==> config.mk <==
export PLATFORM = sky130hd
export DESIGN_NAME = pwm_duty_decoder
export DESIGN_NICKNAME = d
export VERILOG_FILES = /design/src/rtl/pwm_duty_decoder.sv
export SDC_FILE = /design/constraint.sdc
export NUM_CORES = 1
export LEC_CHECK = 0
export BUFFER_PORTS_ARGS = -buffer_cell sky130_fd_sc_hd__buf_2
export CAP_MARGIN = 20
export CORE_ASPECT_RATIO = 1.2
export CORE_MARGIN = 1.5
export CORE_UTILIZATION = 52
export DETAILED_ROUTE_END_ITERATION = 8
export PLACE_DENSITY = 0.74
export RECOVER_POWER = 50
export SLEW_MARGIN = 20
export SYNTH_ARGS = -nofsm -noshare
export SYNTH_HDL_FRONTEND = slang
export SYNTH_SLANG_ARGS = --single-unit
==> constraint.sdc <==
create_clock -name clk -period 1.8 [get_ports clk]
set_clock_uncertainty 0.1 [all_clocks]
set_input_delay 0.27 -clock clk [delete_from_list [all_inputs] [get_ports clk]]
set_output_delay 0.27 -clock clk [all_outputs]
set_load 0.01 [all_outputs]
==> src/rtl/pwm_duty_decoder.sv <==
// PWM duty decoder: measures an incoming PWM frame and recovers the duty
// value, flagging off-frequency periods and stuck-at-level input.
module pwm_duty_decoder #(
    parameter int RESOLUTION_BITS = 8,
    parameter int FRECUENCY_BITS  = 3
) (
    input  logic                       clk,
    input  logic                       rst,
    input  logic                       pwm_in,
    output logic [RESOLUTION_BITS-1:0] value,
    output logic                       valid,
    output logic                       period_err,
    output logic                       stuck,
    output logic                       level
);

    localparam int CW = RESOLUTION_BITS + FRECUENCY_BITS + 2;
    localparam int QW = CW - FRECUENCY_BITS + 1;

    localparam logic [CW-1:0] T_C   = CW'(1) << (RESOLUTION_BITS + FRECUENCY_BITS);
    localparam logic [CW-1:0] TOL   = CW'(1) << FRECUENCY_BITS;
    localparam logic [CW-1:0] TMO   = T_C << 1;
    localparam logic [CW-1:0] P_MAX = '1;
    localparam logic [CW-1:0] LO_OK = T_C - TOL;
    localparam logic [CW-1:0] HI_OK = T_C + TOL;
    localparam logic [CW:0]   HALF  = (CW + 1)'(TOL >> 1);
    localparam logic [RESOLUTION_BITS-1:0] VMAX = '1;

    typedef enum logic [1:0] {
        WAIT_RISE,
        HIGH,
        LOW,
        STUCK
    } state_t;

    state_t state, state_n;

    logic s1, s2, s3;
    logic rise, fall;
    logic [CW-1:0] p, p_n;
    logic [CW-1:0] h, h_n;
    logic [RESOLUTION_BITS-1:0] value_n;
    logic valid_n, err_n, stuck_n, level_n;
    logic [CW:0] h_round;
    logic [QW-1:0] q;
    logic [RESOLUTION_BITS-1:0] duty;
    logic in_tol;

    // Synchronizer plus delay flop; left unreset so a level held
    // across reset does not look like a fresh edge afterwards.
    always_ff @(posedge clk) begin
        s1 <= pwm_in;
        s2 <= s1;
        s3 <= s2;
    end

    assign rise = s2 & ~s3;
    assign fall = ~s2 & s3;

    assign h_round = {1'b0, h} + HALF;
    assign q       = h_round[CW:FRECUENCY_BITS];
    assign duty    = (q > QW'(VMAX)) ? VMAX : q[RESOLUTION_BITS-1:0];
    assign in_tol  = (p >= LO_OK) && (p <= HI_OK);

    // Next-state, counters and output updates.
    always_comb begin
        state_n = state;
        p_n     = (p == P_MAX) ? p : p + CW'(1);
        h_n     = h;
        value_n = value;
        valid_n = 1'b0;
        err_n   = period_err;
        stuck_n = stuck;
        level_n = level;
        unique case (state)
            WAIT_RISE, STUCK: begin
                if (rise) begin
                    state_n = HIGH;
                    p_n     = CW'(1);
                end
            end
            HIGH: begin
                if (fall) begin
                    h_n     = p;
                    state_n = LOW;
                end
            end
            LOW: begin
                if (rise) begin
                    state_n = HIGH;
                    p_n     = CW'(1);
                    valid_n = 1'b1;
                    stuck_n = 1'b0;
                    if (in_tol) begin
                        value_n = duty;
                        err_n   = 1'b0;
                    end else begin
                        err_n = 1'b1;
                    end
                end
            end
            default: state_n = WAIT_RISE;
        endcase
        if (state != STUCK && !rise && p == TMO) begin
            state_n = STUCK;
            stuck_n = 1'b1;
            level_n = s2;
            value_n = s2 ? VMAX : '0;
            err_n   = 1'b0;
            valid_n = 1'b1;
        end
    end

    // State, counters and registered outputs.
    always_ff @(posedge clk) begin
        if (rst) begin
            state      <= WAIT_RISE;
            p          <= '0;
            h          <= '0;
            value      <= '0;
            valid      <= 1'b0;
            period_err <= 1'b0;
            stuck      <= 1'b0;
            level      <= 1'b0;
        end else begin
            state      <= state_n;
            p          <= p_n;
            h          <= h_n;
            value      <= value_n;
            valid      <= valid_n;
            period_err <= err_n;
            stuck      <= stuck_n;
            level      <= level_n;
        end
    end

endmodule

==> results of run 1 <==
[final cells by class]
cell class | count | area (sq um) | share of cell area
clock buffers | 5 | 68.8 | 0.0298
clock inverters | 3 | 17.5 | 0.00758
inverters | 8 | 30.0 | 0.0130
multi-input cells | 157 | 1070 | 0.463
flip-flops and latches | 41 | 831 | 0.359
well taps | 37 | 46.3 | 0.0200
repair buffers | 40 | 249 | 0.108
[sequential cells by signal, indices dropped and copies added, names as in the netlist]
register    count
s2              1
s3              1
h              11
s1              1
value           8
level           1
period_err      1
stuck           1
valid           1
p              13
state           2
[layer usage]
| metal | global-route usage | up-vias |
|---|---|---|
| met5 | 0 | - |
| met4 | 0.0814 | 0 |
| met3 | 0.0586 | 9 |
| met2 | 0.375 | 31 |
| met1 | 0.257 | 750 |
| li1 | - | 833 |
[synthesized netlist by cell type, types with 2 or more instances]
cell | count | share of area
nor3_1 | 5 | 0.014
nand3_1 | 7 | 0.019
o21ai_0 | 2 | 0.0054
nor2b_1 | 2 | 0.0068
nor4_1 | 2 | 0.0068
a31oi_1 | 3 | 0.010
inv_1 | 8 | 0.016
dfxtp_1 | 41 | 0.45
nand2_1 | 35 | 0.071
ha_1 | 3 | 0.020
or2_2 | 2 | 0.0068
clkbuf_1 | 5 | 0.010
nor2_1 | 17 | 0.035
and4_1 | 2 | 0.0095
nand4_1 | 3 | 0.010
buf_2 | 2 | 0.0054
a21oi_1 | 26 | 0.071
xnor2_1 | 10 | 0.048
nor3b_1 | 4 | 0.016
nor4_2 | 2 | 0.014
o31ai_1 | 8 | 0.033
xor2_1 | 4 | 0.019
[power by group]
part           switching [mW]  internal [mW]
logic                  0.0474         0.0332
registers              0.0113          0.918
clock network           0.332          0.268
total                   0.390           1.22
[worst min-delay path by stage]
stage                     cells past startpoint  slack (ns)  end
after floorplan                               0        0.20   s1
after global placement                        0        0.21   s2
after detailed placement                      0        0.22   s2
after CTS                                     0        0.24   s2
after global routing                          0        0.25   s2
final                                         0        0.24   s2
[through the flow]
step / instances / hold WS [ns] / setup slack (ns) / setup TNS (ns) / power [mW]
global route: 291 / 0.254 / -0.0481 / -0.323 / 1.67
CTS: 288 / 0.235 / 0.000235 / 0 / 1.61
global placement: 279 / 0.212 / 0.0183 / 0 / 1.02
detailed placement: 279 / 0.217 / -0.0199 / -0.0785 / 1.02
finish: 291 / 0.237 / 0.0667 / 0 / 1.61
floorplan: 213 / 0.198 / 0.0151 / 0 / 0.994
[cells by family after synthesis]
| logic type | Yosys count | synth area share |
|---|---|---|
| AND/OR/NAND/NOR | 93 | 0.270 |
| XOR/XNOR | 14 | 0.0665 |
| AO/OA/AOI/OAI | 45 | 0.157 |
| adder cells (fa/ha/maj) | 3 | 0.0204 |
| buffers and inverters | 16 | 0.0360 |
| multiplexers | 1 | 0.00543 |
| flip-flops | 41 | 0.445 |
[what timing repair did]
| item | CTS | global route |
|---|---|---|
| resized for setup | 7 | 23 |
| endpoints found under the setup margin | 5 | 14 |
| endpoints found under the hold margin | 1 | 0 |
| pin swaps | 2 | 6 |
| cloned | 0 | 1 |
| buffers inserted | 0 | 2 |
| hold buffers | 1 | 0 |
[worst max-delay path, cell delays in order (launching register included)]
cell and delay (ns):
dfxtp_1 0.33, and4_2 0.27, buf_4 0.15, and4_4 0.22, or4b_4 0.48, a21oi_2 0.12
==> results.sh, run 1 <==
export IMPL_setup_violations=0
export IMPL_min_delay_start="s1"
export IMPL_area_growth_pct=25.5
export IMPL_hold_viol=0
export IMPL_r2r_end="p[11]"
export IMPL_yosys_warnings=0
export IMPL_ant_nets=0
export IMPL_post_drt_wl_per_cell_um=13.9
export IMPL_dpl_hpwl_um=2730
export IMPL_ys_seq_area_frac=0.445
export IMPL_io_pins=15
export IMPL_max_freq_mhz=577
export IMPL_clk_pin_slew_ns=0.08
export IMPL_finalInstanceArea_sq_mm=0.00231
export IMPL_met3WireLength_um=136
export IMPL_clk_latency_ns=0.30
export IMPL_relSlewSlack=0.621
export IMPL_period_share=0.963
export IMPL_cts_tree="done"
export IMPL_die_x_um=57.3
export IMPL_cts_sinks=41
export IMPL_yosysUniqueCellTypes=42
export IMPL_io_buffers=14
export IMPL_final_common_cell="nand2_1"
export IMPL_final_cell_mix="35 x nand2_1, 33 x dfxtp_1, 25 x a21oi_1"
export IMPL_worstRegToRegCells=5
export IMPL_num_vias=1623
export IMPL_synthesis_instances=213
export IMPL_setup_worst_path_end_class="flip-flop"
export IMPL_r2r_slack_ns=0.07
export IMPL_drt_pass1_iter_count=4
export IMPL_setup_worst_path_end="p[11]"
export IMPL_met1Wirelength_um=1790
export IMPL_fillerInstances=281
export IMPL_power_density_mw_per_mm2=696
export IMPL_cp_arrival_ns=1.86
export IMPL_leakage_nw=0.836
export IMPL_max_cap_violations=0
export IMPL_ys_ff_latch=41
export IMPL_cts_root_buffer="clkbuf_8"
export IMPL_synth_async_reset_ratio=0
export IMPL_num_rows=23
export IMPL_syn_num_nets=219
export IMPL_synth_edff_count=0
export IMPL_clk_path_buf_depth=2
export IMPL_hold_class="flip-flop to flip-flop"
export IMPL_grt_pass1_vias=1441
export IMPL_gp_congestion=0.815
export IMPL_overflow=0
export IMPL_fin_crit_ns=1.73
export IMPL_drc=0
export IMPL_h_tree_depth=2
export IMPL_numCtsBuffers=5
export IMPL_drt_iter0_markers=60
export IMPL_synthFlopType="dfxtp_1"
export IMPL_crit_type="flip-flop to flip-flop"
export IMPL_rr_startpoint="p[4]"
export IMPL_routed_via_density=5.58
export IMPL_die_area_sq_mm=0.00391
export IMPL_diodes=0
export IMPL_wirelength_um=4040
export IMPL_grt_max_degree=21
export IMPL_dr_wl_met2_um=2000
export IMPL_irDropWorstVdd_v=0.000631
export IMPL_run_status="completed"
export IMPL_core_area_sq_mm=0.00337
export IMPL_required_ns=1.93
export IMPL_grt_pass1_wl_um=6450
export IMPL_drv_slew=0
export IMPL_place_area_sq_mm=0.00210
export IMPL_drive_gt1_frac=0.260
export IMPL_worstSetupStartpointType="flip-flop"
export IMPL_syn_area_sq_mm=0.00184
export IMPL_grt_antenna_before_repair=0
export IMPL_initial_core_util=0.547
export IMPL_routed_top_layer="met4"
export IMPL_nets=259
export IMPL_startpoint="p[4]"
export IMPL_tightest_slew_ns=0.569
export IMPL_final_util=0.687
export IMPL_rsz0062_at_grt="yes"
export IMPL_cp_max_fo=7
export IMPL_track_usage=0.217
export IMPL_synth_avg_cell_area_sq_um=8.65
export IMPL_dieHeight_um=68.2
(Power assumes the default switching activity.)
==> inputs of run 2 (changes only) <==
Settings changed: CORE_ASPECT_RATIO 1.2 to 0.6, CTS_CLUSTER_SIZE from default to 28.
==> results.sh, run 2 (synthesis gave the netlist of run 1 again) <==
export IMPL_crit_type="flip-flop to flip-flop"
export IMPL_max_cap_violations=0
export IMPL_gp_congestion=0.831
export IMPL_num_rows=16
export IMPL_post_drt_wl_per_cell_um=17.8
export IMPL_ant_nets=0
export IMPL_final_cell_mix="34 x nand2_1, 33 x dfxtp_1, 31 x buf_4"
export IMPL_num_vias=1804
export IMPL_rsz0062_at_grt="yes"
export IMPL_grt_pass1_vias=1644
export IMPL_grt_max_degree=21
export IMPL_hold_class="flip-flop to flip-flop"
export IMPL_drt_iter0_markers=94
export IMPL_top_regs="p: 13 flops, h: 11 flops, value: 8 flops"
export IMPL_io_pins=15
export IMPL_nets=269
export IMPL_die_x_um=79.9
export IMPL_routed_via_density=5.86
export IMPL_wirelength_um=5490
export IMPL_area_growth_pct=39.4
export IMPL_clk_latency_ns=0.29
export IMPL_min_path_cells=0
export IMPL_setup_slack_ns=-0.0704
export IMPL_worstSetupStartpointType="flip-flop"
export IMPL_drive_gt1_frac=0.392
export IMPL_required_ns=1.88
export IMPL_dieHeight_um=49.1
export IMPL_power_mw=1.68
export IMPL_track_usage=0.286
export IMPL_violations="setup timing"
export IMPL_cp_max_fo=8
export IMPL_drc=0
export IMPL_diodes=0
export IMPL_drt_pass1_iter_count=4
export IMPL_max_freq_mhz=535
export IMPL_busiest_layer="met2"
export IMPL_grt_antenna_before_repair=0
export IMPL_setup_worst_path_end_class="flip-flop"
export IMPL_run_status="finished with violations"
export IMPL_cp_arrival_ns=1.95
export IMPL_cts_sinks=41
export IMPL_die_area_sq_mm=0.00392
export IMPL_clk_pin_slew_ns=0.08
export IMPL_grt_pass1_wl_um=8250
export IMPL_fin_crit_ns=1.87
export IMPL_worstRegToRegCells=10
export IMPL_io_buffers=14
export IMPL_final_util=0.773
export IMPL_cts_tree="done"
export IMPL_period_share=1.04
export IMPL_power_density_mw_per_mm2=653
export IMPL_drv_slew=0
export IMPL_h_tree_depth=2
export IMPL_core_area_sq_mm=0.00332
export IMPL_numCtsBuffers=5
export IMPL_top_register="p"
export IMPL_met3_usage=0.0692
export IMPL_initial_core_util=0.555
export IMPL_relSlewSlack=0.646
export IMPL_largest_reg_flops=13
export IMPL_final_common_cell="nand2_1"
export IMPL_overflow=0
export IMPL_clk_path_buf_depth=2
export IMPL_irDropWorstVdd_v=0.000503
export IMPL_use_met1=0.410
export IMPL_tightest_slew_ns=0.530
export IMPL_setup_violations=8
export IMPL_fillerInstances=252
export IMPL_leakage_nw=0.952
export IMPL_cts_root_buffer="clkbuf_8"
export IMPL_grtUsageMet2=0.419
export IMPL_hold_viol=0
export IMPL_dpl_hpwl_um=3490
run 2: cell count changes in the layout (fill, tap and decap cells not counted), moves of 3 or more:
cell and change:
buf_2 +12, buf_6 +3, nor3b_1 -4, nor3b_2 +3
buf_4 +9, clkbuf_1 -13
run 2: per-layer routing:
metal / share of wire / vias to the layer above
met3: 0.076 / 10
li1: - / 847
met2: 0.46 / 75
met5: 0 / -
met4: 0.011 / 0
met1: 0.45 / 872
run 2: what timing repair did:
item                                   CTS  global route
pin swaps                                5            12
setup endpoints to repair               14            22
endpoints found under the hold margin    1             0
hold buffers                             1             0
buffers inserted                         7             3
gates cloned                             0             0
gates resized for setup                 16            41
run 2: path summary, 6_finish.rpt:
kind	from	end	slack (ns)
worst max-delay path	p[0]	value[1]	-0.07
worst min register to register	s1	s2	0.27
worst min-delay path	s1	s2	0.27
worst max register to register	p[0]	value[1]	-0.07
run 2: worst max-delay path, cell delays in order, from the launching register on:
cell,delay [ns]
dfxtp_4,0.36
inv_2,0.06
ha_4,0.11
nor2b_4,0.16
buf_6,0.10
nand4_1,0.10
buf_4,0.18
o31a_1,0.28
buf_12,0.16
o31ai_1,0.08
a21oi_1,0.07
run 2: where the power goes:
| part | internal, mW | leakage, nW | switching [mW] |
|---|---|---|---|
| registers | 0.918 | 0.336 | 0.0143 |
| clock network | 0.305 | 0.0443 | 0.314 |
| logic | 0.0598 | 0.572 | 0.0647 |
| total | 1.28 | 0.952 | 0.393 |
run 2: layout make-up:
cell class                 instances  area (sq um)  area share
sequential                        41           833       0.324
clock buffer                       7          86.3      0.0336
inverter                           8          30.0      0.0117
tap                               45          56.3      0.0219
timing repair buffer              51           378       0.147
multi-input combinational        156          1180       0.461
run 2: through the flow:
step	TNS, ns	area, sq um	cells	hold WS [ns]	setup slack [ns]
4_1_cts	-0.169	2340	305	0.273	-0.0314
3_5_place_dp	-0.824	2140	291	0.259	-0.125
2_1_floorplan	0	1840	213	0.198	0.0151
3_3_place_gp	-0.422	2140	291	0.259	-0.0599
5_1_grt	-1.24	2570	308	0.264	-0.145
6_report	-0.376	2570	308	0.272	-0.0704
